<file path="src/rtl/fp_seq_pkg.sv">
// Shared definitions for the field-arithmetic micro-sequencer: opcodes, FSM states and
// instruction field layout {op, dst, srcA, srcB}.
package fp_seq_pkg;

    localparam int unsigned SEQ_ADDR_W = 6;
    localparam int unsigned SEQ_PC_W   = 8;
    localparam int unsigned INSTR_W    = 3 + 3 * SEQ_ADDR_W;

    localparam logic [2:0] OP_ZERO = 3'd0;
    localparam logic [2:0] OP_DIN  = 3'd1;
    localparam logic [2:0] OP_COPY = 3'd2;
    localparam logic [2:0] OP_ADD  = 3'd3;
    localparam logic [2:0] OP_SUB  = 3'd4;
    localparam logic [2:0] OP_MUL  = 3'd5;
    localparam logic [2:0] OP_NOP  = 3'd6;
    localparam logic [2:0] OP_HALT = 3'd7;

    typedef enum logic [2:0] {
        StIdle,
        StFetch,
        StDecode,
        StExec,
        StWrite,
        StFin
    } seq_state_e;

    // Field LSB positions for a given operand address width; srcB always sits at bit 0.
    localparam int unsigned SRCB_LSB = 0;

    function automatic int unsigned op_lsb(input int unsigned aw);
        return 3 * aw;
    endfunction

    function automatic int unsigned dst_lsb(input int unsigned aw);
        return 2 * aw;
    endfunction

    function automatic int unsigned srca_lsb(input int unsigned aw);
        return aw;
    endfunction

endpackage

</file>
<file path="src/rtl/fp_seq_lat_cnt.sv">
// Down-counter timing the fixed add/sub latency; zero is high on the last EXEC cycle.
module fp_seq_lat_cnt #(
    parameter int unsigned LAT = 1
) (
    input  logic clk,
    input  logic rst,
    input  logic load,
    output logic zero
);

    localparam int unsigned CW = (LAT > 1) ? $clog2(LAT) : 1;
    localparam logic [CW-1:0] RELOAD = CW'(LAT - 1);

    logic [CW-1:0] cnt_q, cnt_d;

    always_comb begin
        cnt_d = cnt_q;
        if (load) begin
            cnt_d = RELOAD;
        end else if (cnt_q != '0) begin
            cnt_d = cnt_q - CW'(1);
        end
    end

    always_ff @(posedge clk) begin
        if (rst) begin
            cnt_q <= '0;
        end else begin
            cnt_q <= cnt_d;
        end
    end

    assign zero = (cnt_q == '0);

endmodule

</file>
<file path="src/rtl/fp_ins_sequencer.sv">
// Micro-sequencer: fetches instructions from the program ROM and drives operand RAM
// addressing, result-mux select, multiplier launch and write-back.
module fp_ins_sequencer
    import fp_seq_pkg::*;
#(
    parameter int unsigned ADDR_W  = SEQ_ADDR_W,
    parameter int unsigned PC_W    = SEQ_PC_W,
    parameter int unsigned ADD_LAT = 1
) (
    input  logic                  clk,
    input  logic                  rst,
    input  logic                  start,
    input  logic [PC_W-1:0]       prog_len,
    output logic                  busy,
    output logic                  done,
    output logic [PC_W-1:0]       rom_addr,
    input  logic [3+3*ADDR_W-1:0] rom_data,
    output logic [ADDR_W-1:0]     ram_addra,
    output logic [ADDR_W-1:0]     ram_addrb,
    output logic                  ram_we,
    input  logic                  din_valid,
    output logic                  din_ready,
    output logic                  d_in,
    output logic [2:0]            INS,
    output logic                  mul_start,
    input  logic                  mul_done
);

    localparam int unsigned IW       = 3 + 3 * ADDR_W;
    localparam int unsigned OP_LSB   = op_lsb(ADDR_W);
    localparam int unsigned DST_LSB  = dst_lsb(ADDR_W);
    localparam int unsigned SRCA_LSB = srca_lsb(ADDR_W);

    seq_state_e        state_q, state_d;
    logic [PC_W-1:0]   pc_q, pc_d;
    logic [PC_W-1:0]   len_q, len_d;
    logic [IW-1:0]     ir_q, ir_d;
    logic              first_q, first_d;
    logic              lat_load;
    logic              lat_zero;

    logic [2:0]        ir_op;
    logic [ADDR_W-1:0] ir_dst, ir_srca, ir_srcb;
    logic [2:0]        rom_op;
    logic [PC_W-1:0]   pc_inc;

    assign ir_op   = ir_q[OP_LSB +: 3];
    assign ir_dst  = ir_q[DST_LSB +: ADDR_W];
    assign ir_srca = ir_q[SRCA_LSB +: ADDR_W];
    assign ir_srcb = ir_q[SRCB_LSB +: ADDR_W];
    assign rom_op  = rom_data[OP_LSB +: 3];
    assign pc_inc  = pc_q + PC_W'(1);

    fp_seq_lat_cnt #(
        .LAT (ADD_LAT)
    ) u_lat_cnt (
        .clk  (clk),
        .rst  (rst),
        .load (lat_load),
        .zero (lat_zero)
    );

    always_comb begin
        state_d   = state_q;
        pc_d      = pc_q;
        len_d     = len_q;
        ir_d      = ir_q;
        first_d   = 1'b0;
        lat_load  = 1'b0;
        busy      = 1'b0;
        done      = 1'b0;
        rom_addr  = '0;
        ram_addra = '0;
        ram_addrb = '0;
        ram_we    = 1'b0;
        din_ready = 1'b0;
        d_in      = 1'b0;
        INS       = 3'd0;
        mul_start = 1'b0;

        case (state_q)
            StIdle: begin
                if (start) begin
                    len_d   = prog_len;
                    pc_d    = '0;
                    state_d = (prog_len == '0) ? StFin : StFetch;
                end
            end
            StFetch: begin
                busy     = 1'b1;
                rom_addr = pc_q;
                state_d  = StDecode;
            end
            StDecode: begin
                busy      = 1'b1;
                ir_d      = rom_data;
                ram_addra = rom_data[SRCA_LSB +: ADDR_W];
                ram_addrb = rom_data[SRCB_LSB +: ADDR_W];
                if (rom_op == OP_HALT) begin
                    state_d = StFin;
                end else begin
                    state_d  = StExec;
                    first_d  = 1'b1;
                    lat_load = 1'b1;
                end
            end
            StExec: begin
                busy      = 1'b1;
                INS       = ir_op;
                ram_addra = ir_srca;
                ram_addrb = ir_srcb;
                case (ir_op)
                    OP_ZERO, OP_COPY: state_d = StWrite;
                    OP_DIN: begin
                        din_ready = 1'b1;
                        d_in      = 1'b1;
                        if (din_valid) state_d = StWrite;
                    end
                    OP_ADD, OP_SUB: begin
                        if (lat_zero) state_d = StWrite;
                    end
                    OP_MUL: begin
                        // A mul_done coincident with the launch cannot belong to this op.
                        mul_start = first_q;
                        if (!first_q && mul_done) state_d = StWrite;
                    end
                    OP_NOP: begin
                        pc_d    = pc_inc;
                        state_d = (pc_inc == len_q) ? StFin : StFetch;
                    end
                    default: state_d = StFin;
                endcase
            end
            StWrite: begin
                busy      = 1'b1;
                ram_we    = 1'b1;
                ram_addra = ir_dst;
                INS       = ir_op;
                d_in      = (ir_op == OP_DIN);
                pc_d      = pc_inc;
                state_d   = (pc_inc == len_q) ? StFin : StFetch;
            end
            StFin: begin
                done    = 1'b1;
                state_d = StIdle;
            end
            default: state_d = StIdle;
        endcase

        // Reset aborts in the same cycle: no strobe may escape while rst is high.
        if (rst) begin
            ram_we    = 1'b0;
            mul_start = 1'b0;
            din_ready = 1'b0;
            done      = 1'b0;
        end
    end

    always_ff @(posedge clk) begin
        if (rst) begin
            state_q <= StIdle;
            pc_q    <= '0;
            len_q   <= '0;
            ir_q    <= '0;
            first_q <= 1'b0;
        end else begin
            state_q <= state_d;
            pc_q    <= pc_d;
            len_q   <= len_d;
            ir_q    <= ir_d;
            first_q <= first_d;
        end
    end

endmodule

</file>
<file path="config.mk">
export PLATFORM = sky130hd
export DESIGN_NAME = fp_ins_sequencer
export DESIGN_NICKNAME = d
export VERILOG_FILES = /design/src/rtl/fp_seq_pkg.sv /design/src/rtl/fp_seq_lat_cnt.sv /design/src/rtl/fp_ins_sequencer.sv
export SDC_FILE = /design/constraint.sdc
export NUM_CORES = 1
export LEC_CHECK = 0
export BUFFER_PORTS_ARGS = -buffer_cell sky130_fd_sc_hd__buf_4
export CORE_MARGIN = 2
export CORE_UTILIZATION = 47
export DETAILED_ROUTE_END_ITERATION = 16
export PLACE_DENSITY = 0.87
export SLEW_MARGIN = 15
export SYNTH_ARGS = -nofsm -noshare
export SYNTH_HDL_FRONTEND = slang
export SYNTH_SLANG_ARGS = --single-unit
</file>
<file path="constraint.sdc">
create_clock -name clk -period 1.8 [get_ports clk]
set_input_delay 0.45 -clock clk [delete_from_list [all_inputs] [get_ports clk]]
set_output_delay 0.45 -clock clk [all_outputs]
set_load 0.005 [all_outputs]
</file>
### After elaboration in Yosys (flattened, before gate mapping)

Index checks and enable logic that the tools add are counted.

* add/sub/neg operators: 2
* eq/ne operators: 18
* bitwise operators: 1
* mux-type cells: 30
* reduce and logical (&&, ||, !) cells: 14

Operators with widths (count)
* 3-bit one-hot mux with 5 select lines: 2
* 3-bit two-way mux: 8
* 8-bit two-way mux: 3
* 8-bit one-hot mux with 3 select lines: 1
* 3-bit == test (second input constant): 6
* 6-bit one-hot mux with 3 select lines: 1
* 1-bit two-way mux: 13
* 3-bit by 2-bit == test with 1-bit output (second input constant): 4
* 6-bit one-hot mux with 2 select lines: 1
* 3-bit != test (second input constant): 3
* 8-bit by 1-bit adder with 8-bit output (second input constant): 1
* 8-bit == test: 1
* 8-bit logical NOT: 1
* 3-bit by 1-bit == test with 1-bit output (second input constant): 2
* 3-bit logical NOT: 2
* 2-bit OR reduction: 3
* 4-bit AND reduction: 1
* 4-bit OR reduction: 1
* 3-bit AND reduction: 1
* 3-bit nonzero test: 1
* 3-bit OR reduction: 1
* 2-bit by 1-bit != test with 1-bit output (second input constant): 1
* 2-bit != test (second input constant): 1
* 1-bit one-hot mux with 2 select lines: 1
* 5 further kinds: 5

* logic and storage cells: 71
* register bits after elaboration: 42

### Depth between registers and ports, before layout

* depth in word-level cells: 5
* depth in mapped cells: 7

### Cells and area by module

A second synthesis with hierarchy kept.

* cell total of the unflattened synthesis: 306
* area total of the unflattened synthesis: 2277.2 sq um

Modules (own cells, without submodules)
* fp_ins_sequencer: area an instance 2249.7 sq um, seq. area each 820.8 sq um, times used 1, cells each 303
* fp_seq_lat_cnt: area an instance 27.5 sq um, seq. area each 20.0 sq um, times used 1, cells each 3

### Worst setup path after synthesis

Ideal clock, no wire load.

* path type: reg-to-output
* start: reg state_q[0]
* end: out rom_addr[0]
* required time: 1350 ps
* path slack: 24 ps
* stages on the path, launching flop included: 6
* arrival: 1326 ps
* path through: dfxtp_1 > buf_4 > clkbuf_1 > nand2b_1 > nor2_1 > and2_1

* longest elaborated chain between the ends: 2

Ends and longest elaborated chain
* start, declared: line fp_ins_sequencer.sv:34 `seq_state_e state_q, state_d;`
* start signal, assigned: line fp_ins_sequencer.sv:161 `state_q <= StIdle;`
* start signal, assigned: line fp_ins_sequencer.sv:167 `state_q <= state_d;`
* 3-bit by 1-bit == test with 1-bit output: line fp_ins_sequencer.sv:81 `case (state_q)`
* 8-bit two-way mux: line fp_ins_sequencer.sv:81
* end, declared: line fp_ins_sequencer.sv:16 `output logic [PC_W-1:0] rom_addr,`

No other way between the ends.

### Worst setup path in the final report

* start: reg state_q[2]
* end: out ram_addrb[2]

* longest elaborated chain between the ends: 2
* elaborated cells on any way between the ends: 3
* classes of those cells: eq/ne (2); mux (1)

Ends and longest elaborated chain
* 3-bit by 2-bit == test with 1-bit output: line fp_ins_sequencer.sv:81
* 6-bit one-hot mux with 2 select lines *: line fp_ins_sequencer.sv:81
* end, declared: line fp_ins_sequencer.sv:19 `output logic [ADDR_W-1:0] ram_addrb,`

Every way passes the cells marked *; elsewhere a longest branch is shown, timed or not.

==> impl_results.md <==
* Status: finished with violations
* Failing checks: setup timing
* Vias at about 2500
* Dominant cell type by area after synthesis: dfxtp_1
* Global route overflow at 0
* Post-Route WL at 6650 µm
* YS warnings at 0
* First-pass GRT wire length at 10400 µm
* Clock insertion delay at the later pin of the skew report at 0.30 ns
* Slowest-stage cell, CP: dfxtp_4
* Number of synthesized register bits at 42
* Post-Syn Nets at 338
* Largest family of logic cells by synthesized area: simple AND/OR/NAND/NOR gates
* ANT nets after route at 0
* Drt pass-1 iters at 5
* Min Tclk post-route at ~1.9 ns
* Cell variety after synth at 46
* # fillers at about 330
* Reg2reg start: pc_q[1]
* CTS Sinks at 42
* Layout cells sized above 1 at 0.376
* CTS tree: done
* Finish-stage setup viols at 23
* Root buf cell: clkbuf_8
* Core area at around 4700 µm²
* Sequential group share of total power at 0.420
* Post-synth EDFFs at 0
* Critical path's top delay family: buffers and inverters
* GRT Resource Usage Total at 0.248
* Via density at roughly 5.7
* CTS H-tree depth at 2
* Die H at roughly 73 µm
* Die area at between 5000 and 6000 µm²
* DR WL/cell at approximately 15 µm
* Logic pwr share at 0.210
* Post-synthesis xor/xnor area fraction at 0.0311
* Share of synthesized area spent on multiplexers at 0.0367
* Hold EP: ir_q[19]
* Clock Skew at approximately 0.0044 ns
* DRC at 0
* Fmax at 0.531 GHz
* Top FF cell, synth: dfxtp_1
* Initial antenna violation count at 0
* Total Power at 2.43 mW
* Pwr Density at 740 nW/µm²
* P_int at 1.78 mW
* Setup WS pre-CTS at roughly 0.06 ns
* Top-area cell type share of the netlist area at 0.373
* CP Data Required Time at ~1.4 ns
* Cells after synthesis at about 300
* Hold Crit Class: input pin to flip-flop
* Rows at 25
* Critical Path Most Common Cell: buf_6
* Final Max Slew Viols at 0
* Layout area overhead at 45.9%
* Seq/Total Area, Yosys at 0.373
* CTS buffer count at 5
* R2R cell count at 5
* Avg Cell Area, Syn at 7.43 µm²
* Psw at 649 µW
* Slowest Stage Delay on Critical Path at 0.37 ns
* Hold Startpoint: rom_data[19]
* Leak Pwr at 1.41 nW
* Post-synthesis simple-gate area fraction at 0.337
* Arrival @ worst endpoint at 1.43 ns
* DIE WIDTH at 73.2 µm
* IO Port Bufs at 62
* Setup crit start kind: flip-flop
* CTS max path bufs at 2
* R2r setup slk at -0.02 ns
* CTS clk-pin slew, worst paths at 0.08 ns
* Number of max-cap violations at 0
* Worst-path cell chain: buf_6, nand2b_4, nor2_4, buf_12, nand2_4, nand2_2, buf_6
* Initial cell density of the core at 0.483
* RSZ-0062 raised after global routing: yes
* CP Class: flip-flop to output pin
* ANT cells at 0
* CP bufs+invs at 3
* Fin worst setup slack at -0.0841 ns
* Top cells by area, synth: dfxtp_1 (37%), nand2_1 (13%), a21oi_1 (9.6%)
* Highest net fanout along the worst path at 7
* Sw Ratio at 0.267
* Final hold vios at 0
* Crit path capture type: output pin
* Post-layout nets at 420
* Total negative slack at -0.868 ns
* Clk pwr share at 0.370
* Mapped cell area at 2250 µm²
* Worst vdd ir at ~0.47 mV
* WHS Path Cells at 3
* Detailed-placement wirelength estimate at between 4000 and 5000 µm
* Vias in the first global route at 2402
* Critical R2R Capture: state_q[2]
* Ports at 63
* Largest net degree at the start of global routing at 24
* Area fraction in compound gates after synthesis at 0.176
* Ys async rst share at 0
* Area share of fa/ha/maj cells after synthesis at 0.00556
* Period Utilization, post-route at 1.05
* Routability cong. at 0.932
* First DRT Iteration DRCs at a little under 200
## logic make-up after synthesis
family	after synthesis
buffers and inverters	19
adder cells (fa/ha/maj)	1
other	1
multiplexers	7
AND/OR/NAND/NOR	154
XOR/XNOR	8
AO/OA/AOI/OAI	71
flip-flops	42
## tightest hold or removal path, cell delays in order
cell and delay (ns):
buf_4 0.11, nand2_1 0.05, a21oi_1 0.05
## cell usage after synthesis, types with 2 or more instances
master / instances
a211oi_1: 2
a21oi_1: 43
a22oi_1: 2
and2_1: 10
and3_1: 4
and3b_1: 2
and4_1: 2
buf_4: 2
clkbuf_1: 13
dfxtp_1: 42
mux2i_1: 6
nand2_1: 80
nand2b_1: 3
nand3_1: 2
nand3b_1: 4
nand4b_1: 2
nor2_1: 16
nor2b_1: 7
nor3_1: 7
nor4_1: 2
o21a_1: 2
o21ai_0: 15
o311a_1: 2
or3_1: 3
or3b_2: 3
xnor2_1: 4
xor2_1: 4
## area by class of cell
cell class              instances  area, µm²  share of cell area
well taps                      54       67.6              0.0206
repair buffers                 93        744               0.226
clock buffers                   5       68.8              0.0209
flip-flops and latches         42        860               0.262
clock inverters                 3       68.8              0.0209
inverters                       1       3.75             0.00114
multi-input cells             242       1470               0.448
## registers in the layout, indices dropped and copies added, names as in the netlist
name             flops
len_q                8
pc_q                 8
state_q              3
ir_q                21
first_q              1
u_lat_cnt.cnt_q      1
## power by group through the flow
stage	sequential, mW	combinational (mW)	clock, mW
after floorplan	1.02	0.242	0
after global placement	1.04	0.392	0
after detailed placement	1.04	0.400	0
after CTS	1.02	0.446	0.908
after global routing	1.03	0.555	0.947
final	1.02	0.512	0.900
## worst max-delay path by stage
stage                     startpoint      endpoint  depth (start not counted)
final                     state_q[2]  ram_addrb[2]                          7
after CTS                 state_q[2]  ram_addrb[1]                          7
after global placement       pc_q[0]    state_q[2]                          6
after floorplan           state_q[0]   rom_addr[0]                          5
after global routing      state_q[2]  ram_addrb[2]                          7
after detailed placement     pc_q[0]    state_q[2]                          6
## cells in the final DEF, fill, tap and decap left out, drive strengths merged, types with 2 or more instances in the layout
cell,count
nand4b,2
nor4,2
nor2,16
a21oi,43
dfxtp,42
o21a,2
nand3b,4
and3,4
a22oi,2
xnor2,4
and4,2
xor2,4
o311a,2
mux2i,7
nor3,7
nor2b,7
or3,3
nor3b,2
clkbuf,5
nand2b,3
nand2,80
nand3,2
and2,10
or3b,3
buf,93
bufinv,2
a211oi,2
o21ai,15
and3b,2
## layer usage
metal / global-route usage / wire length, µm / vias up
li1: - / - / 1203
met1: 0.286 / 2650 / 1174
met2: 0.428 / 3300 / 114
met3: 0.0511 / 405 / 28
met4: 0.132 / 300 / 0
met5: 0 / 0 / -
## stage by stage
stage	std cells	util	cell area, µm²	hold WS (ns)
floorplan	303	-	2250	0.436
global placement	417	0.605	2820	0.442
detailed placement	417	0.605	2820	0.448
CTS	435	0.667	3110	0.386
global route	440	0.705	3290	0.391
finish	440	0.705	3290	0.393
## timing repair
action / in CTS / in global routing
hold endpoints to repair: 0 / 0
gates resized for setup: 30 / 41
pin swaps: 5 / 16
gates cloned: 0 / 0
buffers inserted: 10 / 5
hold buffers: 0 / 0
setup endpoints to repair: 28 / 33
Note: power is estimated with default switching activity, not from simulation.
